**src/rtl/btb_assoc.sv**
```systemverilog
// Set-associative branch target buffer with true-LRU replacement,
// multiple combinational read ports, single-entry invalidate and flush sweep.
module btb_assoc #(
  parameter int NUM_SETS = 16,
  parameter int NUM_WAYS = 2,
  parameter int TAG_W = 8,
  parameter int DATA_W = 32,
  parameter int NUM_RD = 2,
  localparam int IDX_W = $clog2(NUM_SETS),
  localparam int WAY_W = (NUM_WAYS > 1) ? $clog2(NUM_WAYS) : 1
) (
  input  logic                     clock,
  input  logic                     reset,
  input  logic [NUM_RD*IDX_W-1:0]  rd_idx,
  input  logic [NUM_RD*TAG_W-1:0]  rd_tag,
  input  logic [NUM_RD-1:0]        rd_en,
  output logic [NUM_RD*DATA_W-1:0] rd_data,
  output logic [NUM_RD-1:0]        rd_hit,
  input  logic                     wr_en,
  input  logic [IDX_W-1:0]         wr_idx,
  input  logic [TAG_W-1:0]         wr_tag,
  input  logic [DATA_W-1:0]        wr_data,
  output logic                     wr_ready,
  input  logic                     inv_en,
  input  logic [IDX_W-1:0]         inv_idx,
  input  logic [TAG_W-1:0]         inv_tag,
  input  logic                     flush_req,
  output logic                     flush_busy
);

  typedef enum logic {IDLE, SWEEP} state_t;

  state_t state, state_n;
  logic [IDX_W-1:0] cnt;

  logic             valid [NUM_SETS][NUM_WAYS];
  logic [TAG_W-1:0] tags  [NUM_SETS][NUM_WAYS];
  logic [DATA_W-1:0] data [NUM_SETS][NUM_WAYS];
  logic [WAY_W-1:0] age   [NUM_SETS][NUM_WAYS];

  logic [IDX_W-1:0] rd_set0;
  logic [WAY_W-1:0] hit_way0;
  logic [WAY_W-1:0] m_way, i_way, v_way, wsel, inv_way;
  logic             m_fnd, i_fnd, inv_hit;
  logic             wr_acc, inv_acc, p0_touch;

  assign rd_set0 = rd_idx[IDX_W-1:0];

  // Reads are blocked while the sweep runs so a half-flushed table never hits.
  always_comb begin
    rd_hit = '0;
    rd_data = '0;
    hit_way0 = '0;
    for (int p = 0; p < NUM_RD; p++) begin
      for (int w = 0; w < NUM_WAYS; w++) begin
        if (rd_en[p] && !flush_busy &&
            valid[rd_idx[p*IDX_W +: IDX_W]][w] &&
            tags[rd_idx[p*IDX_W +: IDX_W]][w] == rd_tag[p*TAG_W +: TAG_W]) begin
          rd_hit[p] = 1'b1;
          rd_data[p*DATA_W +: DATA_W] = data[rd_idx[p*IDX_W +: IDX_W]][w];
          if (p == 0) hit_way0 = WAY_W'(w);
        end
      end
    end
  end

  always_comb begin
    m_fnd = 1'b0;
    i_fnd = 1'b0;
    m_way = '0;
    i_way = '0;
    v_way = '0;
    inv_hit = 1'b0;
    inv_way = '0;
    for (int w = NUM_WAYS - 1; w >= 0; w--) begin
      if (valid[wr_idx][w] && tags[wr_idx][w] == wr_tag) begin
        m_fnd = 1'b1;
        m_way = WAY_W'(w);
      end
      if (!valid[wr_idx][w]) begin
        i_fnd = 1'b1;
        i_way = WAY_W'(w);
      end
      if (age[wr_idx][w] == WAY_W'(NUM_WAYS - 1)) v_way = WAY_W'(w);
      if (valid[inv_idx][w] && tags[inv_idx][w] == inv_tag) begin
        inv_hit = 1'b1;
        inv_way = WAY_W'(w);
      end
    end
    wsel = m_fnd ? m_way : (i_fnd ? i_way : v_way);
  end

  assign wr_acc   = wr_en && wr_ready;
  assign inv_acc  = inv_en && !flush_busy && inv_hit;
  assign p0_touch = rd_hit[0] && !(wr_acc && wr_idx == rd_set0);

  always_ff @(posedge clock or posedge reset) begin
    if (reset) begin
      for (int s = 0; s < NUM_SETS; s++) begin
        for (int w = 0; w < NUM_WAYS; w++) begin
          valid[s][w] <= 1'b0;
          tags[s][w]  <= '0;
          data[s][w]  <= '0;
          age[s][w]   <= WAY_W'(w);
        end
      end
    end else begin
      if (flush_busy) begin
        for (int w = 0; w < NUM_WAYS; w++) begin
          valid[cnt][w] <= 1'b0;
          age[cnt][w]   <= WAY_W'(w);
        end
      end
      if (p0_touch) begin
        for (int w = 0; w < NUM_WAYS; w++)
          if (age[rd_set0][w] < age[rd_set0][hit_way0])
            age[rd_set0][w] <= age[rd_set0][w] + WAY_W'(1);
        age[rd_set0][hit_way0] <= '0;
      end
      if (inv_acc) valid[inv_idx][inv_way] <= 1'b0;
      // Later assignment lets a same-entry write override the invalidate.
      if (wr_acc) begin
        valid[wr_idx][wsel] <= 1'b1;
        tags[wr_idx][wsel]  <= wr_tag;
        data[wr_idx][wsel]  <= wr_data;
        for (int w = 0; w < NUM_WAYS; w++)
          if (age[wr_idx][w] < age[wr_idx][wsel])
            age[wr_idx][w] <= age[wr_idx][w] + WAY_W'(1);
        age[wr_idx][wsel] <= '0;
      end
    end
  end

  always_ff @(posedge clock or posedge reset) begin
    if (reset) begin
      state <= IDLE;
      cnt   <= '0;
    end else begin
      state <= state_n;
      if (state == SWEEP) cnt <= cnt + IDX_W'(1);
    end
  end

  always_comb begin
    state_n = state;
    unique case (state)
      IDLE:  if (flush_req) state_n = SWEEP;
      SWEEP: if (cnt == IDX_W'(NUM_SETS - 1)) state_n = IDLE;
      default: state_n = IDLE;
    endcase
  end

  always_comb begin
    flush_busy = (state == SWEEP);
    wr_ready   = (state != SWEEP);
  end

endmodule

```
**config.mk**
```make
export PLATFORM = sky130hd
export DESIGN_NAME = btb_assoc
export DESIGN_NICKNAME = d
export VERILOG_FILES = /design/src/rtl/btb_assoc.sv
export SDC_FILE = /design/constraint.sdc
export NUM_CORES = 2
export LEC_CHECK = 0
export BUFFER_PORTS_ARGS = -buffer_cell sky130_fd_sc_hd__buf_2
export CAP_MARGIN = 20
export CORE_MARGIN = 10
export CORE_UTILIZATION = 58
export DETAILED_ROUTE_END_ITERATION = 12
export MAX_ROUTING_LAYER = met4
export PLACE_DENSITY = 0.76
export RECOVER_POWER = 50
export SETUP_SLACK_MARGIN = 0.2
export SLEW_MARGIN = 25
export SYNTH_ARGS = -nofsm -noshare
export SYNTH_HDL_FRONTEND = slang
export SYNTH_SLANG_ARGS = --single-unit
```
**constraint.sdc**
```tcl
create_clock -name clock -period 50.3 [get_ports clock]
set_clock_uncertainty 0.15 [all_clocks]
set_input_delay 10.06 -clock clock [delete_from_list [all_inputs] [get_ports clock]]
set_output_delay 10.06 -clock clock [all_outputs]
set_load 0.03 [all_outputs]
```
==> results.py <==
metrics = {
    "clock_network": {
        "ctsHoldBuffers": 0,
        "cts_tree": "done",
        "clk_path_buf_depth": 3,
        "cts.clk_slew.worst_paths_ns": 0.06,
        "root_buffer": "clkbuf_16",
        "cts_resized": 0,
        "cts_buffers": 148,
        "cts_setup_buffers": 0,
        "insertion_delay_ns": 0.80,
        "htreeDepth": 4,
        "cts.sinks": 1349,
    },
    "logic_synthesis": {
        "synth_compound_area_share_pct": 2.36,
        "synth_area_leaders": "dfrtp_1 (42%), mux4_2 (28%), mux2_2 (10%)",
        "yosys-mux-area-fraction_pct": 47.3,
        "synth_cells": 5058,
        "synth-edff-count": 0,
        "synth_top_area_share_pct": 42.4,
        "ys_warn_count": 0,
        "synth-simple-area-share_pct": 2.83,
        "synth_seq_cells": 1349,
        "synth_fp_nets": 5149,
        "async_flop_share_pct": 100,
        "ys_seq_area_share_pct": 42.9,
        "synth_ff_type": "dfrtp_1",
        "syn_area_per_cell_sq_um": 15.6,
        "synth_cell_type_count": 66,
        "synth-adder-area-share_pct": 0.0636,
        "syn_area_sq_um": 78700,
        "synth_xor_area_share_pct": 0.980,
        "synth_top_family_by_area": "multiplexers",
        "yosys.area.top_type": "dfrtp_1",
    },
    "route": {
        "viasPerCell": 7.49,
        "drcViolationCount": 0,
        "routedWlPerCell_microns": 35.2,
        "antenna_left": 0,
        "vias": 51232,
        "drt_iter0_drc": 6158,
        "drt-total-wl_mm": 241,
        "drtPass1Iterations": 8,
    },
    "place": {
        "hpwl_mm": 139,
        "io_buffers": 154,
        "place_congestion": 0.983,
        "dp_slack_ns": 24.61,
        "placed_cell_area_sq_um": 80100,
    },
    "setup_path": {
        "critical_path_class": "primary input to asynchronous set/reset pin",
        "crit_path_end_kind": "asynchronous set/reset pin",
        "arrival_ns": 25.71,
        "cp.required_ns": 49.30,
        "crit_path_start_kind": "primary input",
        "worst-path-max-fanout": 147,
    },
    "power": {
        "leakage_nw": 38.4,
        "ir_drop_mv": 0.0339,
        "seqPwrFrac_pct": 44.0,
        "power.share.combinational_pct": 21.3,
        "clkPwrFrac_pct": 34.7,
        "p_per_area_nw_per_um2": 38.9,
        "p_sw_share_pct": 28.8,
        "internal_power_mw": 2.36,
        "switchingPower_mw": 0.956,
    },
    "timing": {
        "max_slew_margin_pct": -485,
        "fin_ws_ns": 23.59,
        "post-route-min-period_ns": 26.71,
        "drv_slew": 1531,
        "finalCritPeriodShare_pct": 53.1,
        "rsz0062_at_grt": "no",
        "tightest_slew_ns": 8.78,
        "fmax_mhz": 37.4,
        "finalHoldViolations": 0,
        "setup_viol": 0,
        "finalSetupTns_ns": 0,
        "hold_ws_ns": 0.354,
    },
    "grt": {
        "grt_pass1_vias": 52262,
        "grt_max_degree": 179,
        "overflow": 0,
        "busiest_layer": "met2",
        "grt.total_usage_pct": 32.8,
        "grt_pass1_wl_mm": 358,
        "use_met2_pct": 48.1,
        "use_met1_pct": 42.2,
        "globalRouteMet3Util_pct": 9.61,
        "antenna_found_initial": 18,
    },
    "floorplan": {
        "die_area_sq_um": 151000,
        "num_rows": 135,
        "start_util_pct": 58.2,
        "fp.dieW_microns": 388,
        "core_sq_um": 135000,
        "die_h_microns": 388,
        "io_pins": 155,
    },
    "cells_and_area": {
        "drive_gt1_share_pct": 44.5,
        "regArea_sq_um": 33800,
        "finalInstanceArea_sq_um": 85200,
        "syn2layout_area_growth_pct": 8.28,
        "multi_input_area_sq_um": 42300,
        "fill_cells": 9667,
        "finalNetCount": 5007,
    },
    "run_status": {
        "violations": "max-capacitance violations, max-slew violations",
        "status": "complete, but fails checks",
    },
    "worst_hold_path": {
        "hp-class": "register to register",
    },
    "run": {
        "cap_violations": 26,
    },
}
per-layer routing:
| layer | share of wire, % | vias up |
|---|---|---|
| met1 | 37 | 27476 |
| met5 | 0 | - |
| met4 | 5.2 | 0 |
| met2 | 46 | 3208 |
| met3 | 11 | 824 |
| li1 | - | 19724 |
metrics by stage:
stage                     instances  power (mW)  util (%)
final                          6836        3.32      63.0
after global routing           6831        3.43      63.0
after CTS                      6811        3.31      63.1
after detailed placement       6540        2.17      59.3
after global placement         6539        2.13      59.2
after floorplan                5058        1.97         -
power groups by stage:
stage | clock network, mW | registers (mW) | logic (mW)
finish | 1.15 | 1.46 | 0.705
global route | 1.20 | 1.49 | 0.746
CTS | 1.16 | 1.45 | 0.700
detailed placement | 0 | 1.47 | 0.696
global placement | 0 | 1.45 | 0.680
floorplan | 0 | 1.41 | 0.555
cell usage after synthesis (all sizes together), types with 6 or more instances:
| cell type | count |
|---|---|
| nand3 | 38 |
| buf | 297 |
| nor2 | 38 |
| and3 | 20 |
| and2 | 6 |
| dfrtp | 1333 |
| o21ai | 144 |
| nand2 | 169 |
| nand4 | 44 |
| nor2b | 11 |
| clkbuf | 255 |
| nor4 | 12 |
| mux2i | 83 |
| a32o | 6 |
| nor3 | 30 |
| a22oi | 12 |
| a32oi | 16 |
| nand2b | 44 |
| xor2 | 38 |
| xnor2 | 50 |
| inv | 9 |
| mux2 | 1281 |
| mux4 | 975 |
| a21boi | 30 |
| a31oi | 13 |
| dfstp | 16 |
| a21oi | 40 |
registers in the layout, summed over array words and instances (netlist names):
name,cells
age,32
valid,32
data,1024
flush_busy,1
cnt,4
tags,256
logic make-up after synthesis:
| family | count (synthesis) |
|---|---|
| AO/OA/AOI/OAI | 289 |
| XOR/XNOR | 88 |
| adder cells (fa/ha/maj) | 4 |
| buffers and inverters | 561 |
| flip-flops | 1349 |
| multiplexers | 2339 |
| AND/OR/NAND/NOR | 428 |
critical path, stage by stage:
cell        delay [ns]
buf_2             0.10
clkinvlp_2        2.90
clkbuf_1          5.76
clkbuf_1          1.74
clkbuf_1          4.82
worst paths after layout:
path                       cells past startpoint       from  slack [ns]          end
hold / removal                                 1  data[322]        0.35    data[322]
hold reg to reg                                1  data[322]        0.35    data[322]
min in group asynchronous                      2      reset       10.75    data[983]
setup / recovery                               5      reset       23.59    data[579]
max in group clock                            11  rd_idx[6]       24.74  rd_data[33]
setup reg to reg                              10    age[19]       43.13    data[114]
layout make-up:
cell class              count  area share (%)
multi-input cells        3148            49.6
flip-flops and latches   1349            39.7
clock buffers             201            4.98
well taps                1781            2.62
repair buffers            260            1.96
clock inverters            70            1.04
diodes                     18          0.0529
inverters                   9          0.0499
layout by cell type (no fill, tap or decap), drive strengths merged, types with 35 or more instances in the layout:
cell type,instances
dfrtp,1333
a21oi,40
clkbuf,224
o21ai,144
nand4,44
xnor2,50
nor2,38
nand3,38
clkinv,35
mux2i,83
nand2,169
xor2,38
nand2b,44
buf,237
mux2,1281
mux4,975
Note: power is estimated with default switching activity, not from simulation.
